==> src/rtl/seq_add_sub_pkg.sv <==
// Shared definitions for the digit-serial adder/subtractor: FSM state
// encoding and the add/subtract mode encoding of the 'sub' input.
package seq_add_sub_pkg;

    typedef enum logic [1:0] {
        IDLE = 2'd0,
        RUN  = 2'd1,
        DONE = 2'd2
    } state_e;

    typedef enum logic {
        MODE_ADD = 1'b0,
        MODE_SUB = 1'b1
    } mode_e;

endpackage : seq_add_sub_pkg

==> src/rtl/seq_add_sub_digit_adder.sv <==
// DIGIT-bit ripple-carry adder. Besides the carry out it exposes the carry
// into its most significant bit, which the parent uses for signed overflow.
module digit_adder #(
    parameter int DIGIT = 1
) (
    input  logic [DIGIT-1:0] a_i,
    input  logic [DIGIT-1:0] b_i,
    input  logic             cin_i,
    output logic [DIGIT-1:0] sum_o,
    output logic             cout_o,
    output logic             cmsb_o
);

    // Ripple the carry bit by bit, capturing the carry entering the top bit.
    always_comb begin
        logic c;
        c      = cin_i;
        sum_o  = '0;
        cmsb_o = cin_i;
        for (int i = 0; i < DIGIT; i++) begin
            if (i == DIGIT - 1) begin
                cmsb_o = c;
            end
            sum_o[i] = a_i[i] ^ b_i[i] ^ c;
            c        = (a_i[i] & b_i[i]) | (c & (a_i[i] ^ b_i[i]));
        end
        cout_o = c;
    end

endmodule : digit_adder

==> src/rtl/seq_add_sub.sv <==
// Digit-serial adder/subtractor. Operands are latched on start, then DIGIT
// bits are summed per cycle for WIDTH/DIGIT cycles; the sum digits are
// shifted into an accumulator from the MSB end so the result lands aligned.
// Subtraction is A + ~B + 1 (inverted B, carry-in of 1).
module seq_add_sub
    import seq_add_sub_pkg::*;
#(
    parameter int WIDTH = 8,
    parameter int DIGIT = 1
) (
    input  logic             clk,
    input  logic             rst,
    input  logic             start,
    input  logic             sub,
    input  logic [WIDTH-1:0] a,
    input  logic [WIDTH-1:0] b,
    output logic             busy,
    output logic             done,
    output logic [WIDTH-1:0] result,
    output logic             cout,
    output logic             ovf
);

    localparam int STEPS = WIDTH / DIGIT;
    localparam int CNT_W = $clog2(STEPS + 1);
    localparam logic [CNT_W-1:0] LAST_STEP = CNT_W'(STEPS - 1);

    if ((WIDTH < 2) || (DIGIT < 1) || ((WIDTH % DIGIT) != 0)) begin : g_param_check
        $error("seq_add_sub: WIDTH must be >= 2 and a multiple of DIGIT");
    end

    state_e             state_q, state_d;
    logic [WIDTH-1:0]   a_q, a_d;
    logic [WIDTH-1:0]   b_q, b_d;
    logic [WIDTH-1:0]   acc_q, acc_d;
    logic               carry_q, carry_d;
    logic [CNT_W-1:0]   cnt_q, cnt_d;
    logic [WIDTH-1:0]   result_q, result_d;
    logic               cout_q, cout_d;
    logic               ovf_q, ovf_d;

    mode_e              mode;
    logic [DIGIT-1:0]   dig_sum;
    logic               dig_cout;
    logic               dig_cmsb;
    logic [WIDTH-1:0]   acc_shift;

    assign mode = mode_e'(sub);

    digit_adder #(
        .DIGIT (DIGIT)
    ) u_digit_adder (
        .a_i    (a_q[DIGIT-1:0]),
        .b_i    (b_q[DIGIT-1:0]),
        .cin_i  (carry_q),
        .sum_o  (dig_sum),
        .cout_o (dig_cout),
        .cmsb_o (dig_cmsb)
    );

    // New sum digit enters at the MSB end; with a single step it is the whole word.
    if (DIGIT == WIDTH) begin : g_acc_full
        assign acc_shift = dig_sum;
    end else begin : g_acc_part
        assign acc_shift = {dig_sum, acc_q[WIDTH-1:DIGIT]};
    end

    // Next-state, datapath updates and status outputs of the IDLE/RUN/DONE FSM.
    always_comb begin
        state_d  = state_q;
        a_d      = a_q;
        b_d      = b_q;
        acc_d    = acc_q;
        carry_d  = carry_q;
        cnt_d    = cnt_q;
        result_d = result_q;
        cout_d   = cout_q;
        ovf_d    = ovf_q;
        busy     = 1'b0;
        done     = 1'b0;

        case (state_q)
            IDLE: begin
                if (start) begin
                    a_d     = a;
                    b_d     = (mode == MODE_SUB) ? ~b : b;
                    carry_d = (mode == MODE_SUB);
                    cnt_d   = '0;
                    state_d = RUN;
                end
            end
            RUN: begin
                busy    = 1'b1;
                a_d     = a_q >> DIGIT;
                b_d     = b_q >> DIGIT;
                acc_d   = acc_shift;
                carry_d = dig_cout;
                cnt_d   = cnt_q + CNT_W'(1);
                if (cnt_q == LAST_STEP) begin
                    result_d = acc_shift;
                    cout_d   = dig_cout;
                    ovf_d    = dig_cmsb ^ dig_cout;
                    state_d  = DONE;
                end
            end
            DONE: begin
                done    = 1'b1;
                state_d = IDLE;
            end
            default: begin
                state_d = IDLE;
            end
        endcase
    end

    // State and datapath registers; reset aborts any operation and clears everything.
    always_ff @(posedge clk or posedge rst) begin
        if (rst) begin
            state_q  <= IDLE;
            a_q      <= '0;
            b_q      <= '0;
            acc_q    <= '0;
            carry_q  <= 1'b0;
            cnt_q    <= '0;
            result_q <= '0;
            cout_q   <= 1'b0;
            ovf_q    <= 1'b0;
        end else begin
            state_q  <= state_d;
            a_q      <= a_d;
            b_q      <= b_d;
            acc_q    <= acc_d;
            carry_q  <= carry_d;
            cnt_q    <= cnt_d;
            result_q <= result_d;
            cout_q   <= cout_d;
            ovf_q    <= ovf_d;
        end
    end

    assign result = result_q;
    assign cout   = cout_q;
    assign ovf    = ovf_q;

endmodule : seq_add_sub
==> config.mk <==
export PLATFORM = sky130hd
export DESIGN_NAME = seq_add_sub
export DESIGN_NICKNAME = d
export VERILOG_FILES = /design/src/rtl/seq_add_sub_pkg.sv /design/src/rtl/seq_add_sub_digit_adder.sv /design/src/rtl/seq_add_sub.sv
export SDC_FILE = /design/constraint.sdc
export NUM_CORES = 1
export LEC_CHECK = 0
export ABC_AREA = 0
export CORE_ASPECT_RATIO = 1.1
export CORE_MARGIN = 10
export CORE_UTILIZATION = 42
export DETAILED_ROUTE_END_ITERATION = 16
export DONT_BUFFER_PORTS = 1
export GPL_TIMING_DRIVEN = 1
export SYNTH_ARGS = -nofsm -noshare
export SYNTH_HDL_FRONTEND = slang
export SYNTH_SLANG_ARGS = --single-unit
==> constraint.sdc <==
create_clock -name clk -period 2.2 [get_ports clk]
set_input_delay 0.22 -clock clk [delete_from_list [all_inputs] [get_ports clk]]
set_output_delay 0.22 -clock clk [all_outputs]
set_load 0.1 [all_outputs]
* After elaboration in Yosys (flattened, before gate mapping) *
Cells that the tools add are included.

cells by class
  add/sub/neg operators = 1
  equality and inequality tests = 5
  mux-type cells = 14
  bitwise logic cells = 7
  reductions and logical operators = 5

operators with widths
  kind                 number
  $pmux 8 s2           2
  $mux 8               3
  $not 8->8            1
  $pmux 4 s2           1
  $reduce_and 2->1     3
  $add 4x1->4 const B  1
  $eq 4x3->1 const B   1
  $mux 2               2
  $mux 4               1
  $ne 2x2->1 const B   2
  $pmux 2 s2           1
  $mux 1               3
  $xor 1x1->1          3
  $and 1x1->1          2
  $eq 2x1->1 const B   1
  $eq 2x2->1 const B   1
  $logic_not 2->1      1
  $pmux 1 s2           1
  $reduce_bool 2->1    1
  $or 1x1->1           1

word-level totals
  register bits = 41
  logic and storage cells = 41

* Logic depth before layout (Yosys ltp) *
Gate-level depths: netlist of the first run.

  depth after elaboration = 4
  mapped depth = 5
  mapped depth without buffers = 4

* Cells and area by module *
Synthesis of the first run repeated with hierarchy kept, for this count alone.

second synthesis, totals
  cells, all modules = 176
  area total of the unflattened synthesis = 1861.8 um^2

modules (own cells, without submodules)
  module       times used  cells an instance  area an instance (um^2)
  seq_add_sub  1           174                1834.3
  digit_adder  1           2                  27.5

* Least setup slack after synthesis of the first run *
OpenSTA, ideal clock, no wires.

  path kind = register to output
  start point = register state_q[0]
  end point = output done
  arrival time = 2.076 ns
  slack = -0.096 ns
  cell stages (with the launch flop) = 4
  cells stage by stage = dfrtp_1 > clkbuf_1 > clkbuf_1 > nor2b_1

on the way
  word-level cells in the longest chain between the ends = 2

RTL lines
  what                      RTL line            RTL
  start: declaration        seq_add_sub.sv:32   state_e state_q, state_d;
  start signal: assignment  seq_add_sub.sv:129  state_q <= state_d;
  $eq 2x2->1                seq_add_sub.sv:82   case (state_q)
  $mux 1                    seq_add_sub.sv:82
  end: declaration          seq_add_sub.sv:18   output logic done,

No other way between the ends.

* Worst setup path in the final report of the first run *
  start point = register cnt_q[0]
  end point = register result_q[6] (netlist: result[6])

on the way
  word-level cells in the longest chain between the ends = 2

RTL lines
  what                        RTL line            RTL
  start: declaration          seq_add_sub.sv:37   logic [CNT_W-1:0] cnt_q, cnt_d;
  start signal: assignment    seq_add_sub.sv:134  cnt_q <= cnt_d;
  $eq 4x3->1                  seq_add_sub.sv:99   if (cnt_q == LAST_STEP) begin
  $reduce_and 2->1 (no line)  -
  end signal: assignment      seq_add_sub.sv:135  result_q <= result_d;
  end: declaration            seq_add_sub.sv:38   logic [WIDTH-1:0] result_q, result_d;

No other way between the ends.
A chain may end at the register's enable or synchronous reset.

==> out/results.ini, run 1 <==
[outcome]
status = complete, no violations

[detailed_routing]
wl_microns = 3750
first_iter_violations = 62
drc = 0
viasPerCell = 5.58
ant_nets = 0
vias = 1210
route.detailed.wl_per_inst_microns = 17.3
drt_first_pass_iters = 4

[power_and_ir_drop]
p_leak_nw = 0.922
power.total_mw = 3.11
max-vdd-ir-drop_mv = 0.456
p_per_area_nw_per_um2 = 1530

[clock_network]
cts_tree = done
path_clk_slew_ns = 0.07
cts_sinks = 40
root_buffer = clkbuf_8
clk_path_buf_depth = 2
h-tree-depth = 2
worstSkewPairLatency_ns = 0.29
postCtsSetupBuffers = 0
postCtsResizedCells = 0
postCtsHoldBufs = 1
cts_buffers = 5

[global_routing]
grt_max_degree = 41
grtUsageTotal_pct = 10.1
grt_pass1_vias = 1240
use_met2_pct = 16.4
grt_pass1_wl_microns = 6280
gr-usage-met1_pct = 11.3
met3_usage_pct = 5.05
antenna_found_initial = 0
globalRoute.busiestLayer = met2
overflow = 0

[placed_design]
gp_congestion = 0.737
dp_hpwl_microns = 2640
portBuffers = 0

[worst_setup_path]
crit_type = reg2reg
cp_max_fo = 7
crit_buf_inv = 1
critical_path.endpoint_type = register
r2r_cells = 5
critPathRequiredTime_ns = 2.37
cp_slowest_cell = dfrtp_1
path_delay_family = simple AND/OR/NAND/NOR gates
crit_start = cnt_q[0]
critical_path.max_stage_delay_ns = 0.41
critical_path_arrival_ns = 1.92
crit-reg2reg-launch = cnt_q[0]
start_kind = register
path_depth = 5
crit_chain = ha_1, nand2_1, nor3b_4, buf_12, mux2_2

[synthesis]
yosys_warnings = 0
seq_area_frac_synth_pct = 53.4
postSynthAreaPerCell_sq_um = 11.6
synth_nets = 183
syn_inst = 161
yosys_register_bits = 40
syn-cell-area_sq_um = 1870
ys_types = 28

[worst_hold_path]
worstHoldStart = a[7]
hold_path_class = in2reg
whs_path_depth = 2

[floorplan]
die_y_microns = 90.0
design.core.area_sq_um = 4320
die_area_sq_um = 7530
start_util_pct = 43.4
die-width_microns = 83.7
rows = 25
io-pin-count = 32

[timing]
clock_skew_ns = 0.00200
maxSlewViolCount = 0
slew_headroom_pct = 37.9
hold_viol = 0
max_freq_ghz = 0.572
setup_viol = 0
tns_ns = 0
grt_setup_unrepaired = no
tightest_slew_ns = 0.932
min_period_over_period_pct = 79.5
fin_crit_ns = 1.75

[final_layout]
area_growth_pct = 8.62
nets = 185
layout-drive-gt1-share_pct = 21.5
antenna_cells = 0

[flow_run]
max_cap_violations = 0

==> synth_stat cells <==
| cell type | n | area, sq um |
|---|---|---|
| clkbuf_1 | 6 | 22.5 |
| a41oi_1 | 1 | 8.76 |
| nor2_1 | 6 | 22.5 |
| nor3b_4 | 1 | 18.8 |
| mux2_4 | 9 | 135 |
| fa_1 | 1 | 20.0 |
| nand3_1 | 1 | 5.00 |
| o21bai_2 | 1 | 11.3 |
| nor2b_1 | 6 | 37.5 |
| buf_4 | 1 | 7.51 |
| o21ai_0 | 11 | 55.1 |
| inv_1 | 1 | 3.75 |
| a21oi_1 | 11 | 55.1 |
| mux2_2 | 9 | 101 |
| xnor2_1 | 7 | 61.3 |
| xor2_1 | 2 | 17.5 |
| or3b_2 | 1 | 8.76 |
| and3b_1 | 6 | 52.6 |
| a22o_1 | 2 | 17.5 |
| buf_2 | 4 | 20.0 |
| buf_6 | 1 | 11.3 |
| a22oi_1 | 2 | 15.0 |
| o221ai_1 | 6 | 52.6 |
| a221o_1 | 1 | 10.0 |
| nand2_1 | 22 | 82.6 |
| a31oi_1 | 1 | 6.26 |
| dfrtp_1 | 40 | 1000 |
| ha_1 | 1 | 12.5 |
==> final cells by class <==
class | count | area, sq um
multi-input combinational | 108 | 817
inverter | 1 | 3.75
fill | 411 | 2280
timing repair buffer | 7 | 67.6
clock buffer | 6 | 72.6
tap | 54 | 67.6
clock inverter | 1 | 5.00
sequential | 40 | 1000
==> sequential cells by signal (all words and copies together), names as in the netlist <==
name / cells
a_q: 8
b_q: 8
result: 8
acc_q: 7
cnt_q: 4
state_q: 2
carry_q: 1
cout: 1
ovf: 1
==> where the power goes <==
part | leakage, nW | internal, mW | switching (mW) | total, mW
Sequential | 0.514 | 1.01 | 0.773 | 1.78
Combinational | 0.367 | 0.460 | 0.415 | 0.875
Clock | 0.0410 | 0.216 | 0.238 | 0.454
Total | 0.922 | 1.69 | 1.43 | 3.11
==> worst register-to-register path: stages (launching register included) <==
cell     delay (ns)
dfrtp_1        0.41
ha_1           0.20
nand2_1        0.10
nor3b_4        0.41
buf_12         0.19
mux2_2         0.33
==> logic make-up after synthesis <==
| kind of cell | Yosys count | synth area share, % |
|---|---|---|
| buf+inv | 13 | 3.47 |
| xor+xnor | 9 | 4.21 |
| mux | 18 | 12.6 |
| simple gates | 43 | 12.2 |
| flops | 40 | 53.4 |
| compound gates | 36 | 12.4 |
| fa+ha+maj | 2 | 1.74 |
==> routing by layer <==
layer | share of wire [%] | up-vias
met5 | 0 | -
met4 | 0.64 | 0
met3 | 7.8 | 4
met2 | 51 | 37
met1 | 40 | 605
li1 | - | 564
==> through the flow <==
stage | utilization [%] | hold WS [ns] | instances | setup slack (ns) | instance area (sq um)
floorplan | - | 0.413 | 161 | 0.426 | 1880
global placement | 45.1 | 0.259 | 209 | 0.520 | 1950
detailed placement | 45.1 | 0.268 | 209 | 0.459 | 1950
CTS | 47.1 | 0.139 | 217 | 0.453 | 2030
global route | 47.1 | 0.148 | 217 | 0.346 | 2030
finish | 47.1 | 0.139 | 217 | 0.452 | 2030
==> cell usage in the layout, fill, tap and decap left out <==
cell type / count
nand3_1: 1
mux2_2: 9
buf_4: 5
inv_1: 1
clkbuf_8: 5
a22o_1: 2
fa_1: 1
ha_1: 1
nor2_1: 6
o21ai_0: 11
xor2_1: 2
dfrtp_1: 40
a21oi_1: 11
clkbuf_1: 1
dlygate4sd3_1: 1
o221ai_1: 6
nand2_1: 22
a41oi_1: 1
o21bai_2: 1
buf_12: 1
or3b_2: 1
nor2b_2: 1
and3b_1: 6
xnor2_1: 7
nor2b_4: 1
a31oi_1: 1
clkinv_2: 1
mux2_4: 9
a22oi_1: 2
nor3b_4: 1
nor2b_1: 4
a221o_1: 1
==> worst paths after layout <==
path	endpoint	slack (ns)
worst max-delay path	result[6]	0.45
worst min-delay path	a_q[7]	0.14
worst max register to register	result[6]	0.45
worst min register to register	a_q[2]	0.49
max in group asynchronous	cnt_q[3]	1.36
min in group asynchronous	acc_q[1]	0.50
(Power assumes the default switching activity.)
==> inputs of run 2 (changes only) <==
==> constraint.sdc (replaced) <==
create_clock -name clk -period 1.8 [get_ports clk]
set_input_delay 0.18 -clock clk [delete_from_list [all_inputs] [get_ports clk]]
set_output_delay 0.18 -clock clk [all_outputs]
set_load 0.1 [all_outputs]
==> run 2 against run 1 <==
  * Wire length shrank 2.5%
  * Non-clock buffer count increased by 13
  * Hold slack got worse by 0.053 ns
  * Combinational power increased by 110%
  * Critical endpoint is now done
  * Total power grew 28%
  * Design area is 5.6% higher
  * Global-route usage rose by 0.15 points
  * Clock skew rose by 0.0055 ns
==> out/results.ini, run 2 (synthesis gave the netlist of run 1 again) <==
[floorplan]
die_y_microns = 90.0  ; unchanged
design.core.area_sq_um = 4320  ; unchanged
rows = 25  ; unchanged
die-width_microns = 83.7  ; unchanged
io-pin-count = 32  ; unchanged
die_area_sq_um = 7530  ; unchanged
start_util_pct = 43.4  ; unchanged

[final_layout]
nFillCells = 407  ; was 411
nets = 198  ; was 185
final_common_cell = dfrtp_1  ; unchanged
area_growth_pct = 14.7  ; was 8.62%
layout.cells.non_filler = 231  ; was 217
layout-drive-gt1-share_pct = 28.8  ; was 21.5%
regArea_sq_um = 1000  ; about the same
layout_common_cells = 39 x dfrtp_1, 22 x nand2_1, 18 x buf_4  ; was 40 x dfrtp_1, 22 x nand2_1, 11 x a21oi_1, 11 x o21ai_0
multiInputGateArea_sq_um = 817  ; unchanged
antenna_cells = 0  ; unchanged

[worst_setup_path]
crit_path_frequent_cell = buf_4
cp_slowest_cell = dfrtp_2  ; was dfrtp_1
crit_chain = buf_4, buf_4, nor2b_2, buf_12  ; was ha_1, nand2_1, nor3b_4, buf_12, mux2_2
critical_path_arrival_ns = 1.49  ; was 1.92 ns
start_kind = register  ; unchanged
critical_path.max_stage_delay_ns = 0.46  ; was 0.41 ns
cp_max_fo = 9  ; was 7
critPathRequiredTime_ns = 1.62  ; was 2.37 ns
crit_type = reg2out  ; was reg2reg
critical_path.endpoint_type = output pin  ; was register

[timing]
min_period_over_period_pct = 92.9
max_freq_ghz = 0.598
tns_ns = 0  ; unchanged
setup_viol = 0  ; unchanged
slew_headroom_pct = 55.8  ; was 37.9%
tightest_slew_ns = 0.663  ; was 0.932 ns
grt_setup_unrepaired = no  ; unchanged
fin_crit_ns = 1.67
hold_viol = 0  ; unchanged
maxSlewViolCount = 0  ; unchanged
clock_skew_ns = 0.00745  ; was 0.00200 ns

[clock_network]
postCtsSetupBuffers = 0  ; unchanged
cts_buffers = 5  ; unchanged
cts_tree = done  ; unchanged
cts_sinks = 40  ; unchanged
clk_path_buf_depth = 2  ; unchanged
h-tree-depth = 2  ; unchanged
root_buffer = clkbuf_8  ; unchanged
path_clk_slew_ns = 0.07  ; about the same
worstSkewPairLatency_ns = 0.28  ; was 0.29 ns

[global_routing]
grt_pass1_vias = 1352  ; was 1240
antenna_found_initial = 0  ; unchanged
grt_pass1_wl_microns = 6470  ; was 6280 microns
grtUsageTotal_pct = 10.3  ; was 10.1%
overflow = 0  ; unchanged
grt_max_degree = 41  ; unchanged

[power_and_ir_drop]
p_leak_nw = 0.997  ; was 0.922 nW
p_per_area_nw_per_um2 = 1860  ; was 1530 nW/um^2
max-vdd-ir-drop_mv = 0.556  ; was 0.456 mV

[placed_design]
dp_hpwl_microns = 2630  ; was 2640 microns
dp_cells = 222  ; was 209
gp_congestion = 0.733  ; was 0.737
portBuffers = 0  ; unchanged

[detailed_routing]
route.detailed.wl_per_inst_microns = 15.8  ; was 17.3 microns
ant_nets = 0  ; unchanged
drc = 0  ; unchanged
drt_first_pass_iters = 4  ; unchanged
viasPerCell = 5.32  ; was 5.58
wl_microns = 3660  ; was 3750 microns
vias = 1229  ; was 1210
first_iter_violations = 61  ; was 62

[worst_hold_path]
hold_path_class = in2reg  ; unchanged

[outcome]
status = complete, no violations  ; unchanged

[flow_run]
max_cap_violations = 0  ; unchanged

run 2: cell count changes in the layout (fill, tap and decap cells not counted):
cell      before  now
dfrtp_1       40   39
clkinv_2       1    2
dfrtp_2        0    1
clkbuf_8       5    6
buf_4          5   18
clkbuf_1       1    0
run 2: path summary, 6_finish.rpt:
kind,cells after the start,slack [ns],start,end
max,4,0.13,state_q[1],done
min,3,0.09,b[7],b_q[7]
max reg2reg,5,0.21,cnt_q[0],result[6]
min reg2reg,2,0.49,a_q[1],a_q[1]
max in group asynchronous,3,0.96,rst,state_q[1]
min in group asynchronous,3,0.47,rst,a_q[1]
run 2: layer usage:
layer | part of all wire (%) | vias up | track usage, %
met1 | 42 | 602 | 11.6
li1 | - | 593 | -
met2 | 49 | 30 | 16.1
met4 | 1.2 | 0 | 3.91
met5 | 0 | - | 0
met3 | 7.8 | 4 | 5.32
run 2: power by group:
part           switching (mW)  internal (mW)  leakage, nW
registers               0.267           1.25        0.513
clock network           0.288          0.305       0.0510
logic                    1.20          0.676        0.433
run 2: what timing repair did:
| action | CTS | global route |
|---|---|---|
| endpoints found under the hold margin | 40 | 0 |
| resized for setup | 0 | 1 |
| setup endpoints to repair | 0 | 1 |
| hold buffers | 1 | 0 |
run 2: area by class of cell:
type	instances	share of cell area [%]
Clock buffer	6	3.84
Inverter	1	0.175
Tap cell	54	3.15
Sequential cell	40	46.7
Timing Repair Buffer	20	7.69
Multi-Input combinational cell	108	38.0
Clock inverter	2	0.466
run 2: worst max-delay path: cells and delay by family, from the launching register on:
kind / cells / cell delay (ns)
buffers and inverters: 3 / 0.54
flip-flops: 1 / 0.46
AND/OR/NAND/NOR: 1 / 0.20
run 2: through the flow:
step	total power, mW	hold WS (ns)	setup WS [ns]	area (sq um)	utilization, %
after CTS	4.05	0.0790	0.0319	2150	49.7
after global placement	3.38	0.223	0.265	2040	47.4
after floorplan	3.04	0.373	0.0656	1880	-
after global routing	4.26	0.104	0.0644	2150	49.8
after detailed placement	3.43	0.229	0.223	2040	47.4
final	3.99	0.0862	0.128	2150	49.8
